--- config.mk ---
export PLATFORM = sky130hd
export DESIGN_NAME = mic_frame_assembler_flat
export DESIGN_NICKNAME = d
export VERILOG_FILES = /design/src/rtl/mic_frame_if.sv /design/src/rtl/mic_frame_assembler.sv /design/src/flat_wrapper.sv
export SDC_FILE = /design/constraint.sdc
export NUM_CORES = 1
export LEC_CHECK = 0
export CORE_UTILIZATION = 44
export DETAILED_ROUTE_END_ITERATION = 8
export PLACE_DENSITY = 0.72
export SYNTH_ARGS = -nofsm -noshare
export SYNTH_HDL_FRONTEND = slang
export SYNTH_SLANG_ARGS = --single-unit
export TNS_END_PERCENT = 100
--- constraint.sdc ---
create_clock -name clk -period 3.6 [get_ports clk]
set_input_delay 0.72 -clock clk [delete_from_list [all_inputs] [get_ports clk]]
set_output_delay 0.72 -clock clk [all_outputs]
set_load 0.005 [all_outputs]
--- src/rtl/mic_frame_if.sv ---
// mic_frame_if: TDM sample stream in, parallel frame out, both valid/ready
interface mic_frame_if #(
  parameter int NUM_CH = 16,
  parameter int IN_W   = 19
);
  logic [IN_W-1:0]        s_data;
  logic                   s_first;
  logic                   s_valid;
  logic                   s_ready;
  logic [NUM_CH*IN_W-1:0] m_data;
  logic                   m_valid;
  logic                   m_ready;
  modport slave (input s_data, s_first, s_valid, m_ready, output s_ready, m_data, m_valid);
  modport master (output s_data, s_first, s_valid, m_ready, input s_ready, m_data, m_valid);
endinterface

--- src/rtl/mic_frame_assembler.sv ---
// mic_frame_assembler: gathers NUM_CH TDM samples into one parallel frame with one frame of output buffering
module mic_frame_assembler #(
  parameter int NUM_CH = 16,
  parameter int IN_W   = 19,
  parameter int CNT_W  = 16
) (
  input  logic             clk,
  input  logic             rst_n,
  mic_frame_if.slave       s,
  output logic             sync_err,
  output logic [CNT_W-1:0] frame_cnt
);
  localparam int IDX_W = $clog2(NUM_CH);
  typedef enum logic [1:0] {HUNT, FILL, HOLD} state_t;
  state_t state;
  logic [IDX_W-1:0] idx;
  logic [NUM_CH-1:0][IN_W-1:0] fbuf;
  logic acc, consume;
  assign s.s_ready = state != HOLD;
  assign acc = s.s_valid && s.s_ready;
  assign consume = s.m_valid && s.m_ready;
  always_ff @(posedge clk or negedge rst_n)
    if (!rst_n) begin
      state     <= HUNT;
      idx       <= '0;
      fbuf      <= '0;
      s.m_data  <= '0;
      s.m_valid <= 1'b0;
      sync_err  <= 1'b0;
      frame_cnt <= '0;
    end else begin
      sync_err <= 1'b0;
      if (consume) s.m_valid <= 1'b0;
      case (state)
        HUNT: if (acc && s.s_first) begin
          fbuf[0] <= s.s_data;
          idx     <= IDX_W'(1);
          state   <= FILL;
        end
        FILL: if (acc) begin
          if (s.s_first) begin
            fbuf[0]  <= s.s_data;
            idx      <= IDX_W'(1);
            sync_err <= idx != '0;
          end else if (idx == '0) begin
            sync_err <= 1'b1;
            state    <= HUNT;
          end else begin
            fbuf[idx] <= s.s_data;
            idx       <= idx + IDX_W'(1);
            // last slot: bypass the fill buffer straight into the output if it is free
            if (&idx) begin
              if (!s.m_valid || s.m_ready) begin
                s.m_data  <= {s.s_data, fbuf[NUM_CH-2:0]};
                s.m_valid <= 1'b1;
                frame_cnt <= frame_cnt + CNT_W'(1);
              end else state <= HOLD;
            end
          end
        end
        HOLD: if (consume) begin
          s.m_data  <= fbuf;
          s.m_valid <= 1'b1;
          frame_cnt <= frame_cnt + CNT_W'(1);
          state     <= FILL;
        end
        default: state <= HUNT;
      endcase
    end
endmodule

--- src/flat_wrapper.sv ---
// flat-port wrapper written by rule: the top's interface ports become plain ports
module mic_frame_assembler_flat 
#(
  parameter int NUM_CH = 16,
  parameter int IN_W   = 19,
  parameter int CNT_W  = 16
)
  (clk, rst_n, sync_err, frame_cnt, s_s_data, s_s_first, s_s_valid, s_m_ready, s_s_ready, s_m_data, s_m_valid);
  mic_frame_if #(.NUM_CH(NUM_CH), .IN_W(IN_W)) s_i ();
  input  logic clk;
  input  logic rst_n;
  output logic sync_err;
  output logic [CNT_W-1:0] frame_cnt;
  input wire logic [$bits(s_i.s_data)-1:0] s_s_data;
  input wire logic [$bits(s_i.s_first)-1:0] s_s_first;
  input wire logic [$bits(s_i.s_valid)-1:0] s_s_valid;
  input wire logic [$bits(s_i.m_ready)-1:0] s_m_ready;
  output wire logic [$bits(s_i.s_ready)-1:0] s_s_ready;
  output wire logic [$bits(s_i.m_data)-1:0] s_m_data;
  output wire logic [$bits(s_i.m_valid)-1:0] s_m_valid;
  assign s_i.s_data = s_s_data;
  assign s_i.s_first = s_s_first;
  assign s_i.s_valid = s_s_valid;
  assign s_i.m_ready = s_m_ready;
  assign s_s_ready = s_i.s_ready;
  assign s_m_data = s_i.m_data;
  assign s_m_valid = s_i.m_valid;
  mic_frame_assembler #(.NUM_CH(NUM_CH), .IN_W(IN_W), .CNT_W(CNT_W)) u_core (.clk(clk), .rst_n(rst_n), .s(s_i), .sync_err(sync_err), .frame_cnt(frame_cnt));
endmodule
==> metrics.csv <==
metric,value,unit
outcome,completed,
Die ar.,58300,sq um
worst setup path endpoint,s_s_ready,
setup TNS,0,ns
first-pass GRT wire length,90000,microns
worst r2r src,u_core.idx[0]$_DFFE_PN0P_,
final critical-path setup slack,0.514,ns
worst-margin pin slew,0.890,ns
Layout area overhead,25.8,%
r2r endpoint,u_core.fbuf[216]$_DFFE_PN0P_,
# IOs,347,
RSZ-0062 raised after global routing,false,
count of cell types in the netlist,51,
GRT Total Usage,20.5,%
Startpoint Class,flip-flop,
Hold Worst Slack,0.153,ns
site row count,87,
count of final hold-check violations,0,
cell breakdown of the critical path,inv_1 -> ha_1 -> buf_4 -> inv_1 -> clkdlybuf4s50_1,
post-synthesis net count,1506,
cell total after placement,2546,
final wirelength,58600,microns
period utilization,85.7,%
Num CTS Buffers,67,
register area share after synthesis,62.7,%
fin cells,2661,
critical path's top delay family,buffers and inverters,
DP Area,29600,sq um
"Reg clk slew, reported paths",0.06,ns
TritonRoute pass-1 iters,4,
final worst path period need,3.09,ns
CTS tree,done,
Ys Warns,0,
Final Total Pwr,16.4,mW
number of global-route vias before repair,14700,
Iteration-0 DRC Markers,758,
DIE HEIGHT,241,microns
r2r setup slk,0.65,ns
Synth async-reset ratio,100,%
core area,56500,sq um
Worst slew margin,40.5,%
max_cap viols,0,
most frequent cells in the layout,"dfrtp_1 (632), mux2_2 (379), clkdlybuf4s50_1 (345), mux2_4 (200), clkbuf_16 (69)",
largest fanout on the critical path,19,
pre-CTS setup slack,0.493,ns
PD cells,516,nW/um^2
post-CTS sizing,0,
Mapped Avg Cell Area,17.1,sq um
Peak VDD IR,0.338,mV
H-Tree Depth,3,
slowest cell delay on critical path,0.47,ns
Post-Syn Instances,1472,
critical path class,flip-flop to primary output,
Num Clock Sinks,632,
area occupied by multi-input gates,8800,sq um
largest net degree at the start of global routing,77,
Avg Vias per Cell,5.20,
detailed placer's ending HPWL,38000,microns
Worst Path Required,2.88,ns
clk buf depth,3,
synthesized flop and latch total,632,
Port Buffers,346,
Vias,13800,
setup violators final,0,
Worst Setup SP,u_core.state[0]$_DFFE_PN0P_,
Main synth FF type,dfrtp_1,
Fmax achieved,0.324,GHz
Setup crit end kind,primary output,
gr ovfl total,0,
Util after Layout,56.2,%
design area,31700,sq um
clock latency on the worst-skew pair,0.59,ns
Hold Crit Class,input pin to async pin,
# hold bufs at CTS,0,
WP data arrival,2.37,ns
P_leak,15.4,nW
Residual DRC,0,
Chip Width,241,microns
Netlist Area Pre-Place,25200,sq um
CP bufs+invs,4,
critical path depth,5,
initial antenna violation count,2,
post-route ant nets,0,
FF-to-FF path depth,8,
"most common cell after layout, fill and taps aside",dfrtp_1,
cell mode on critical path,inv_1,
layout net count,1893,
WL/cell,22.0,microns
"EDFF count, synth",0,
slowest CP cell,clkdlybuf4s50_1,
Clock Skew,0.0218,ns
Register Area,15800,sq um
Max Slew Vio Count,0,
Setup Buffers After CTS,0,
Fillers,4331,
Starting Density,44.6,%
Root Buffer,clkbuf_16,
GPL Wtd Cong,0.795,
share of post-route cells with drive strength above 1,39.8,%
## cell families (layout without fill, tap and decap cells)
| logic type | count (synthesis) | in the layout | synth area share (%) |
|---|---|---|---|
| buf+inv | 91 | 523 | 2.46 |
| fa+ha+maj | 10 | 10 | 0.496 |
| simple gates | 75 | 75 | 2.08 |
| compound gates | 18 | 18 | 0.605 |
| xor+xnor | 15 | 15 | 0.521 |
| other cells | 0 | 1 | 0 |
| mux | 631 | 631 | 31.1 |
| flops | 632 | 632 | 62.7 |
## report_power, final
part           leakage (nW)  switching [mW]  internal, mW  total (mW)
combinational          5.64           0.724         0.783        1.51
clock                  1.05            2.79          3.88        6.67
sequential             8.70           0.382          7.82        8.20
## routing by layer
metal	vias up	wire length, microns	global-route usage, %
met5	-	0	0
met1	7413	28000	30.1
li1	5984	-	-
met3	76	3060	4.23
met4	0	1180	6.54
met2	356	26400	30.4
## how the worst min path moves through the flow
stage | startpoint | slack, ns | cells past startpoint | to
detailed placement | u_core.frame_cnt[15]$_DFFE_PN0P_ | 0.46 | 1 | u_core.frame_cnt[15]$_DFFE_PN0P_
global route | rst_n | 0.17 | 1 | u_core.fbuf[158]$_DFFE_PN0P_
finish | rst_n | 0.15 | 1 | u_core.fbuf[158]$_DFFE_PN0P_
global placement | u_core.frame_cnt[15]$_DFFE_PN0P_ | 0.46 | 1 | u_core.frame_cnt[15]$_DFFE_PN0P_
floorplan | rst_n | 0.42 | 0 | u_core.fbuf[0]$_DFFE_PN0P_
CTS | rst_n | 0.14 | 1 | u_core.fbuf[83]$_DFFE_PN0P_
## layout make-up
cell class,instances,area share (%)
Antenna cell,1,0.00788
Clock buffer,97,6.21
Clock inverter,17,0.477
Inverter,9,0.106
Multi-Input combinational cell,749,27.7
Sequential cell,632,49.8
Tap cell,756,2.98
Timing Repair Buffer,400,12.7
## cell usage after synthesis, drive strengths merged (2+ instances only)
| master | n | area share, % |
|---|---|---|
| a21oi | 2 | 0.040 |
| nand2 | 20 | 0.53 |
| dfrtp | 632 | 63 |
| nor2 | 3 | 0.074 |
| and3 | 2 | 0.050 |
| buf | 56 | 1.9 |
| o21bai | 2 | 0.060 |
| ha | 10 | 0.50 |
| nor4 | 9 | 0.22 |
| inv | 9 | 0.13 |
| a21boi | 2 | 0.074 |
| o21ai | 5 | 0.099 |
| clkbuf | 26 | 0.40 |
| xor2 | 14 | 0.49 |
| nand2b | 2 | 0.050 |
| nand3 | 12 | 0.41 |
| nand4 | 3 | 0.074 |
| nor4b | 2 | 0.069 |
| and4 | 3 | 0.10 |
| mux2 | 629 | 31 |
| mux2i | 2 | 0.079 |
| nor2b | 5 | 0.12 |
| and2 | 4 | 0.10 |
| nor3 | 3 | 0.060 |
## sequential cells by signal, indices dropped and copies added, names as in the netlist
name and cells:
u_core.fbuf 304, u_core.frame_cnt 16, u_core.idx 4, u_core.s.m_data 304, u_core.s.m_valid 1, u_core.state 2
u_core.sync_err 1
Note: power is estimated with default switching activity, not from simulation.
